**src/rtl/vga_pkg.sv**
```systemverilog
// Shared constants for the VGA scan-out block: default 640x480@60 timing,
// the colour-bar table and a helper that sums a timing axis.
package vga_pkg;

  localparam int DEF_H_ACTIVE = 640;
  localparam int DEF_H_FRONT  = 16;
  localparam int DEF_H_SYNC   = 96;
  localparam int DEF_H_BACK   = 48;
  localparam int DEF_V_ACTIVE = 480;
  localparam int DEF_V_FRONT  = 10;
  localparam int DEF_V_SYNC   = 2;
  localparam int DEF_V_BACK   = 33;

  // Colour bars as {r,g,b} enables, bar 0 in the least significant slot:
  // white, yellow, cyan, green, magenta, red, blue, black.
  localparam logic [23:0] BAR_LUT = {3'b000, 3'b001, 3'b100, 3'b101,
                                     3'b010, 3'b011, 3'b110, 3'b111};

  // Total clocks per line (or lines per frame) for one timing axis.
  function automatic int timing_total(input int active, input int front,
                                      input int sync, input int back);
    return active + front + sync + back;
  endfunction

endpackage

```
**src/rtl/vga_delay_line.sv**
```systemverilog
// Fixed-depth shift register with a programmable reset value; carries the
// stage-0 timing flags alongside the frame buffer read latency.
module vga_delay_line #(
  parameter int               DEPTH   = 1,
  parameter int               WIDTH   = 1,
  parameter logic [WIDTH-1:0] RST_VAL = '0
) (
  input  logic             clk25,
  input  logic             rst_n,
  input  logic [WIDTH-1:0] din,
  output logic [WIDTH-1:0] dout
);

  generate
    if (DEPTH == 0) begin : g_bypass
      assign dout = din;
    end else begin : g_shift
      logic [WIDTH-1:0] stage [DEPTH];

      // Shift the flags one stage per clock.
      // NOTE: every stage is reset, not just the head, so the pins see blank
      // and idle syncs until real counter state has reached the end.
      always_ff @(posedge clk25 or negedge rst_n) begin
        if (!rst_n) begin
          for (int i = 0; i < DEPTH; i++) stage[i] <= RST_VAL;
        end else begin
          stage[0] <= din;
          for (int i = 1; i < DEPTH; i++) stage[i] <= stage[i-1];
        end
      end

      assign dout = stage[DEPTH-1];
    end
  endgenerate

endmodule

```
**src/rtl/vga_scanout_gen.sv**
```systemverilog
// Parametrised VGA scan-out: raster counters, incremental frame buffer
// addressing with pixel replication, latency-matched sync/blank and an
// optional colour-bar test pattern latched at frame start.
module vga_scanout_gen
  import vga_pkg::*;
#(
  parameter int   H_ACTIVE   = DEF_H_ACTIVE,
  parameter int   H_FRONT    = DEF_H_FRONT,
  parameter int   H_SYNC     = DEF_H_SYNC,
  parameter int   H_BACK     = DEF_H_BACK,
  parameter int   V_ACTIVE   = DEF_V_ACTIVE,
  parameter int   V_FRONT    = DEF_V_FRONT,
  parameter int   V_SYNC     = DEF_V_SYNC,
  parameter int   V_BACK     = DEF_V_BACK,
  parameter logic HSYNC_POL  = 1'b0,
  parameter logic VSYNC_POL  = 1'b0,
  parameter int   COLOR_W    = 4,
  parameter int   ADDR_W     = 19,
  parameter int   RD_LATENCY = 1,
  parameter int   SCALE_LOG2 = 0
) (
  input  logic                   clk25,
  input  logic                   rst_n,
  input  logic                   test_en,
  output logic [ADDR_W-1:0]      frame_addr,
  input  logic [3*COLOR_W-1:0]   frame_pixel,
  output logic [COLOR_W-1:0]     vga_red,
  output logic [COLOR_W-1:0]     vga_green,
  output logic [COLOR_W-1:0]     vga_blue,
  output logic                   vga_hsync,
  output logic                   vga_vsync,
  output logic                   frame_start
);

  localparam int H_TOTAL = timing_total(H_ACTIVE, H_FRONT, H_SYNC, H_BACK);
  localparam int V_TOTAL = timing_total(V_ACTIVE, V_FRONT, V_SYNC, V_BACK);
  localparam int HW      = $clog2(H_TOTAL + 1);
  localparam int VW      = $clog2(V_TOTAL + 1);
  localparam int SW      = (SCALE_LOG2 > 0) ? SCALE_LOG2 : 1;
  localparam int COLS    = H_ACTIVE >> SCALE_LOG2;

  localparam logic [HW-1:0]     H_LAST   = HW'(H_TOTAL - 1);
  localparam logic [HW-1:0]     H_ACT    = HW'(H_ACTIVE);
  localparam logic [HW-1:0]     HS_BEG   = HW'(H_ACTIVE + H_FRONT);
  localparam logic [HW-1:0]     HS_END   = HW'(H_ACTIVE + H_FRONT + H_SYNC);
  localparam logic [HW-1:0]     BAR_LAST = HW'(H_ACTIVE / 8 - 1);
  localparam logic [VW-1:0]     V_LAST   = VW'(V_TOTAL - 1);
  localparam logic [VW-1:0]     V_ACT    = VW'(V_ACTIVE);
  localparam logic [VW-1:0]     VS_BEG   = VW'(V_ACTIVE + V_FRONT);
  localparam logic [VW-1:0]     VS_END   = VW'(V_ACTIVE + V_FRONT + V_SYNC);
  localparam logic [SW-1:0]     SUB_MAX  = SW'((1 << SCALE_LOG2) - 1);
  localparam logic [ADDR_W-1:0] COL_LAST = ADDR_W'(COLS - 1);
  localparam logic [ADDR_W-1:0] ROW_STEP = ADDR_W'(COLS);

  logic [HW-1:0]     h_cnt, bar_pix;
  logic [VW-1:0]     v_cnt;
  logic [SW-1:0]     h_sub, v_sub;
  logic [ADDR_W-1:0] col, row_base;
  logic [2:0]        bar_idx;
  logic              test_mode;

  logic h_last, v_last, h_vis, v_vis, active, hs, vs, sof;

  assign h_last = (h_cnt == H_LAST);
  assign v_last = (v_cnt == V_LAST);
  assign h_vis  = (h_cnt < H_ACT);
  assign v_vis  = (v_cnt < V_ACT);
  assign active = h_vis && v_vis;
  assign hs     = (h_cnt >= HS_BEG) && (h_cnt < HS_END);
  assign vs     = (v_cnt >= VS_BEG) && (v_cnt < VS_END);
  assign sof    = (h_cnt == '0) && (v_cnt == '0);

  // Address is a pure sum of registered terms, so it tracks h_cnt with no
  // extra pipeline stage and no multiplier.
  assign frame_addr = row_base + col;

  // Raster counters: h wraps every line, v advances on each h wrap.
  always_ff @(posedge clk25 or negedge rst_n) begin
    if (!rst_n) begin
      h_cnt <= '0;
      v_cnt <= '0;
    end else if (h_last) begin
      h_cnt <= '0;
      v_cnt <= v_last ? '0 : v_cnt + VW'(1);
    end else begin
      h_cnt <= h_cnt + HW'(1);
    end
  end

  // Column advances once per replicated pixel group and parks on the last
  // column through horizontal blanking; row base steps every replicated line.
  always_ff @(posedge clk25 or negedge rst_n) begin
    if (!rst_n) begin
      col      <= '0;
      h_sub    <= '0;
      row_base <= '0;
      v_sub    <= '0;
    end else begin
      if (h_last) begin
        col   <= '0;
        h_sub <= '0;
      end else if (active) begin
        h_sub <= (h_sub == SUB_MAX) ? '0 : h_sub + SW'(1);
        if (h_sub == SUB_MAX && col != COL_LAST) col <= col + ADDR_W'(1);
      end
      if (h_last) begin
        if (v_last) begin
          row_base <= '0;
          v_sub    <= '0;
        end else if (v_vis) begin
          if (v_sub == SUB_MAX) begin
            v_sub    <= '0;
            row_base <= row_base + ROW_STEP;
          end else begin
            v_sub <= v_sub + SW'(1);
          end
        end
      end
    end
  end

  // Bar index steps every H_ACTIVE/8 visible pixels; test mode is captured
  // only at frame start so a frame is never half bars, half picture.
  always_ff @(posedge clk25 or negedge rst_n) begin
    if (!rst_n) begin
      bar_pix   <= '0;
      bar_idx   <= '0;
      test_mode <= 1'b0;
    end else begin
      if (h_last) begin
        bar_pix <= '0;
        bar_idx <= '0;
      end else if (h_vis) begin
        if (bar_pix == BAR_LAST) begin
          bar_pix <= '0;
          bar_idx <= bar_idx + 3'd1;
        end else begin
          bar_pix <= bar_pix + HW'(1);
        end
      end
      if (sof) test_mode <= test_en;
    end
  end

  logic [6:0] dl_in, dl_out;
  logic       d_blank, d_hs, d_vs, d_sof;
  logic [2:0] d_bar;
  logic [2:0] bar_bits;

  assign dl_in = {~active, hs ? HSYNC_POL : ~HSYNC_POL,
                  vs ? VSYNC_POL : ~VSYNC_POL, sof, bar_idx};
  assign {d_blank, d_hs, d_vs, d_sof, d_bar} = dl_out;
  assign bar_bits = BAR_LUT[3*d_bar +: 3];

  vga_delay_line #(
    .DEPTH  (RD_LATENCY),
    .WIDTH  (7),
    .RST_VAL({1'b1, ~HSYNC_POL, ~VSYNC_POL, 1'b0, 3'b000})
  ) u_flags (
    .clk25(clk25),
    .rst_n(rst_n),
    .din  (dl_in),
    .dout (dl_out)
  );

  // Output register: colour, syncs and frame_start leave on the same edge.
  // NOTE: non-blocking assignments here keep every pin sampling the
  // pre-edge pipeline values, so nothing skews by a clock.
  always_ff @(posedge clk25 or negedge rst_n) begin
    if (!rst_n) begin
      vga_red     <= '0;
      vga_green   <= '0;
      vga_blue    <= '0;
      vga_hsync   <= ~HSYNC_POL;
      vga_vsync   <= ~VSYNC_POL;
      frame_start <= 1'b0;
    end else begin
      vga_hsync   <= d_hs;
      vga_vsync   <= d_vs;
      frame_start <= d_sof;
      if (d_blank) begin
        vga_red   <= '0;
        vga_green <= '0;
        vga_blue  <= '0;
      end else if (test_mode) begin
        vga_red   <= {COLOR_W{bar_bits[2]}};
        vga_green <= {COLOR_W{bar_bits[1]}};
        vga_blue  <= {COLOR_W{bar_bits[0]}};
      end else begin
        vga_red   <= frame_pixel[3*COLOR_W-1:2*COLOR_W];
        vga_green <= frame_pixel[2*COLOR_W-1:COLOR_W];
        vga_blue  <= frame_pixel[COLOR_W-1:0];
      end
    end
  end

endmodule

```
**config.mk**
```make
export PLATFORM = sky130hd
export DESIGN_NAME = vga_scanout_gen
export DESIGN_NICKNAME = d
export VERILOG_FILES = /design/src/rtl/vga_pkg.sv /design/src/rtl/vga_delay_line.sv /design/src/rtl/vga_scanout_gen.sv
export SDC_FILE = /design/constraint.sdc
export NUM_CORES = 1
export LEC_CHECK = 0
export BUFFER_PORTS_ARGS = -buffer_cell sky130_fd_sc_hd__buf_2
export CORE_UTILIZATION = 40
export DETAILED_ROUTE_END_ITERATION = 10
export GPL_TIMING_DRIVEN = 0
export PLACE_DENSITY = 0.71
export SLEW_MARGIN = 20
export SYNTH_ARGS = -nofsm -noshare
export SYNTH_HDL_FRONTEND = slang
export SYNTH_SLANG_ARGS = --single-unit
```
**constraint.sdc**
```tcl
create_clock -name clk25 -period 1.9 [get_ports clk25]
set_input_delay 0.19 -clock clk25 [delete_from_list [all_inputs] [get_ports clk25]]
set_output_delay 0.19 -clock clk25 [all_outputs]
set_load 0.05 [all_outputs]
```
# Yosys cells after proc, flatten, opt, wreduce, memory -nomap -nowiden
# Cells that the tools add are included.
[word_totals]
regBits = 96
latch_bits = 0
ramBits = 0
mem_bits_ro = 0
input_bits = 15
output_inout_bits = 34
memories = 0
[op_classes]
addsub = 9
multipliers = 1
div_mod_pow = 0
n_lt_le_gt_ge = 6
eq_ne = 5
shift = 1
n_mux = 28
n_bitwise = 2
reduce_logical = 16
[op_table]
columns = ["op", "count"]
rows = [
  ["two-way mux 19 bit", 6],
  ["two-way mux 10 bit", 5],
  ["adder 10 x 1 -> 10 bit, second input constant", 3],
  ["two-way mux 4 bit", 6],
  ["variable part select 24 x 6 -> 3 bit, first input constant", 1],
  ["equality test 10 bit, second input constant", 2],
  ["zero test 10 bit", 2],
  ["less-than comparator 10 bit, second input constant", 2],
  ["less-than comparator 10 x 9 -> 1 bit, second input constant", 2],
  ["adder 19 x 1 -> 19 bit, second input constant", 1],
  ["adder 19 x 10 -> 19 bit, second input constant", 1],
  ["adder 19 bit", 1],
  ["inequality test 19 x 10 -> 1 bit, second input constant", 1],
  ["equality test 10 x 7 -> 1 bit, second input constant", 1],
  [">= comparator 10 bit, second input constant", 1],
  [">= comparator 10 x 9 -> 1 bit, second input constant", 1],
  ["nonzero test 2 bit", 5],
  ["two-way mux 3 bit", 3],
  ["two-way mux 1 bit", 8],
  ["AND reduction 2 bit", 3],
  ["logical AND 1 bit", 5],
  ["multiplier 2 x 3 -> 5 bit, first input constant", 1],
  ["adder 3 x 1 -> 3 bit, second input constant", 1],
  ["AND reduction 3 bit", 1],
  ["3 further kinds", 5],
]

# Logic depth before layout (Yosys ltp)
[logic_depth]
depth_word = 5
mapped_depth = 9
mapped_depth_nobuf = 7

# Hierarchy
# From an unflattened synthesis, not the netlist that was laid out.
[unflattened]
cells_unflattened = 461
area_unflattened_um2 = 4580.6
[by_module_without_submodules]
columns = ["module", "n_inst", "cells_per_inst", "area_per_inst_um2", "seq_area_each_um2"]
rows = [
  ["vga_scanout_gen", 1, 454, 4401.7, 2004.4],
  ["vga_delay_line", 1, 7, 178.9, 178.9],
]

# Least setup slack after synthesis
# Ideal clock, no wire load.
[synth_path]
path_type = "flip-flop to output port"
startpoint = "reg col[8]"
endpoint = "out frame_addr[18]"
t_arrival_ns = 2.313
required_ns = 1.710
path_slack_ns = -0.603
stages_incl_launch_ff = 7
n_path_buf = 0
cell_sequence = "dfrtp_1 > ha_1 > a211oi_1 > o21bai_1 > o211ai_1 > a31oi_1 > xnor2_1"
[synth_between]
elab_chain_len = 1
[synth_lines]
columns = ["item", "line_no", "text"]
rows = [
  ["from (decl)", "vga_scanout_gen.sv:58", "logic [ADDR_W-1:0] col, row_base;"],
  ["from (signal assigned)", "vga_scanout_gen.sv:104", "if (h_sub == SUB_MAX && col != COL_LAST) col <= col + ADDR_W'(1);"],
  ["adder 19 bit", "vga_scanout_gen.sv:75", "assign frame_addr = row_base + col;"],
  ["to (decl)", "vga_scanout_gen.sv:25", "output logic [ADDR_W-1:0] frame_addr,"],
]
# No other way between the ends.

# Worst setup path after layout
[layout_path]
startpoint = "reg row_base[7]"
endpoint = "out frame_addr[15]"
[layout_between]
elab_chain_len = 1
[layout_lines]
columns = ["item", "line_no", "text"]
rows = [
  ["from (decl)", "vga_scanout_gen.sv:58", ""],
  ["from (signal assigned)", "vga_scanout_gen.sv:113", "row_base <= row_base + ROW_STEP;"],
  ["adder 19 bit", "vga_scanout_gen.sv:75", ""],
]
# No other way between the ends.

==> qor.yml <==
clkSlewWorstSetupHoldPaths_ns: 0.07
postRouteAntennaNets: 0
start_util_pct: 41.61
grt_pass1_vias: 3645
finalCritPeriodShare_pct: 133.3
crit_fanout: 5
grt_pass1_wl_mm: 16.84
p_sw_w: 0.0008769
hold-worst-slack_ns: 0.08114
ys.flop_type: "dfrtp_1"
cp-end-kind: "output pin"
peakVddDrop_mv: 0.4452
cts_max_level: 3
max_freq_mhz: 394.9
die_x_um: 109.1
synth.avg_cell_area_um2: 9.955
post_drt_wl_per_cell_um: 16.25
critPathLaunch: "row_base[7]"
grt.busiest_layer: "met2"
port_buffers: 48
slew_headroom_pct: 65.74
drtPass1Iterations: 5
met2_usage_pct: 30.77
use_met1_pct: 23.09
power.density_mw_per_mm2: 591.8
r2r_start: "v_cnt[6]"
power_frac_clock_pct: 45.2
place_congestion: 0.8487
drc: 0
cts_made_buffers: 9
grt_max_degree: 60
final.setup.worst_slack_ns: -0.6322
synth_top_area_cell: "dfrtp_1"
synth-edff-count: 0
critical_path.slowest_cell: "dfrtp_1"
dp_cells: 650
fin_cells: 707
failed_checks: "negative setup slack"
min_path_type: "in2reg"
clk_path_buf_depth: 2
crit_chain: "ha_4 -> a211oi_4 -> o21bai_4 -> a211o_1 -> a221oi_2 -> xnor2_2 -> buf_6"
gr-total-overflow: 0
cts_sinks: 87
ctsRootBufferMaster: "clkbuf_16"
netlist_top_cells_count: "dfrtp_1 (82), nor2_1 (52), nand2_1 (31)"
core_area_mm2: 0.01103
ys_seq_elements: 87
arrival_ns: 2.34
routed_wl_mm: 11.49
insertedDiodeCount: 0
rsz0062_at_grt: "true"
area_growth_syn_to_layout_pct: 36.78
clock_latency_ns: 0.34
critical_path_required_ns: 1.71
dieArea_mm2: 0.01191
holdCritStartpoint: "test_en"
ys_types: 60
crit_type: "reg2out"
synthCells: 461
yosys_warnings: 0
tightest_slew_ns: 0.5139
sw_frac_of_total_pct: 23.60
nets: 596
drive_gt1_share_pct: 37.57
ys_async_sr_fraction_pct: 100.0
yosys-top-cells-area: "dfrtp_1 (45%), ha_1 (5.2%), xnor2_1 (5.0%)"
synth_nets: 495
p_int_w: 0.002838
avgViaCountPerCell: 5.448
status: "finished, violations left"
hpwl_mm: 6.992
synth.most_common_cell: "dfrtp_1"
drt-initial-drc-count: 246
post_dp_cell_area_mm2: 0.005172
rows: 38
via_count: 3852
seq_power_share_pct: 50.5
die_h_um: 109.1
slowest_delay_ns: 0.44
finalMaxSlewViolations: 0
synth_top_area_share_pct: 44.71
setup_violations: 22
dp_slack_ns: -0.4133
fin_crit_ns: 2.532
power_frac_comb_pct: 4.4
grt_usage_pct: 18.29
tritoncts: "done"
yosysSeqAreaShare_pct: 47.57
antenna_found_initial: 0
syn-cell-area_mm2: 0.004589
grtUsageMet3_pct: 3.288
skew_ns: 0.006225
fill_cells: 881
io_pins: 49
finalHoldViolations: 0
start_kind: "flip-flop"
fin_area_mm2: 0.006277
leakage_nw: 2.752
maxCapViolations: 0
## logic make-up after synthesis
group / synth area share, %
AND/OR/NAND/NOR: 22.66
flip-flops: 47.57
AO/OA/AOI/OAI: 11.42
XOR/XNOR: 9.733
buffers and inverters: 2.754
adder cells (fa/ha/maj): 5.180
multiplexers: 0.6816
## layout by cell type (no fill, tap or decap), types with 5 or more instances in the layout
cell type	netlist	layout
a21oi_1	28	24
and3_1	9	7
buf_2	2	38
buf_4	3	40
buf_6	0	18
clkbuf_1	14	8
clkbuf_16	0	9
dfrtp_1	82	64
dfrtp_2	0	18
dfstp_2	5	5
ha_1	19	9
ha_4	0	9
inv_1	10	10
nand2_1	31	30
nand2b_1	15	15
nand3_1	20	17
nand4_1	14	14
nor2_1	52	44
nor2_2	1	6
nor3_1	6	6
o211ai_1	7	7
o21ai_0	18	9
o21ai_1	0	7
xnor2_1	26	20
xor2_1	25	22
## flip-flops by register name, indices dropped and copies added, names as in the netlist
register and count:
bar_idx 3, bar_pix 10, col 19, frame_start 1, h_cnt 10, row_base 12
test_mode 1, u_flags.dout 7, v_cnt 10, vga_blue 4, vga_green 4, vga_hsync 1
vga_red 4, vga_vsync 1
## through the flow
| step | TNS (ns) | utilization (%) | total power (W) |
|---|---|---|---|
| finish | -4.472 | 56.91 | 0.003715 |
| global route | -6.551 | 56.91 | 0.003844 |
| CTS | -3.879 | 52.44 | 0.003736 |
| detailed placement | -11.35 | 46.89 | 0.002073 |
| global placement | -18.06 | 46.62 | 0.002063 |
| floorplan | -0.6246 | - | 0.001992 |
## worst paths after layout
kind                            slack, ns  cells after the start         endpoint
worst max-delay path                -0.63                      7   frame_addr[15]
worst min-delay path                 0.08                      2        test_mode
worst max register to register      -0.07                      4        test_mode
worst min register to register       0.35                      0      frame_start
max in group asynchronous            0.92                      3  u_flags.dout[4]
min in group asynchronous            0.32                      2          col[17]
## cell type report
cell class | count | area [um2] | share of cell area [%]
Sequential cell | 87 | 2206 | 35.14
Timing Repair Buffer | 94 | 699.4 | 11.14
Multi-Input combinational cell | 344 | 2785 | 44.37
Inverter | 10 | 37.54 | 0.5980
Tap cell | 140 | 175.2 | 2.791
Clock buffer | 10 | 239.0 | 3.807
Clock inverter | 6 | 42.54 | 0.6777
Buffer | 16 | 92.59 | 1.475
## routing by layer
layer	part of all wire (%)	routed length (um)
met1	43	4922
met2	52	5942
met3	3.5	397
met4	2.0	225
met5	0	0
## critical path, delay by kind of cell, from the launching register on
kind	cells	cell delay (ns)
XOR/XNOR	1	0.17
flip-flops	1	0.44
buffers and inverters	1	0.18
adder cells (fa/ha/maj)	1	0.22
AO/OA/AOI/OAI	4	0.97
## power by group through the flow
stage,logic [W],clock network [W],registers (W)
after global placement,0.000154,0,0.00191
after floorplan,0.0000232,0,0.00197
after detailed placement,0.000164,0,0.00191
after CTS,0.000166,0.00170,0.00187
final,0.000163,0.00168,0.00187
after global routing,0.000178,0.00179,0.00187
## repair_timing
item | in CTS | in global routing
setup buffers | 19 | 25
hold buffers | 1 | 0
hold endpoints to repair | 26 | 0
setup endpoints to repair | 67 | 60
resized for setup | 56 | 78
pin swaps | 22 | 27
gates cloned | 1 | 0
Note: power is estimated with default switching activity, not from simulation.
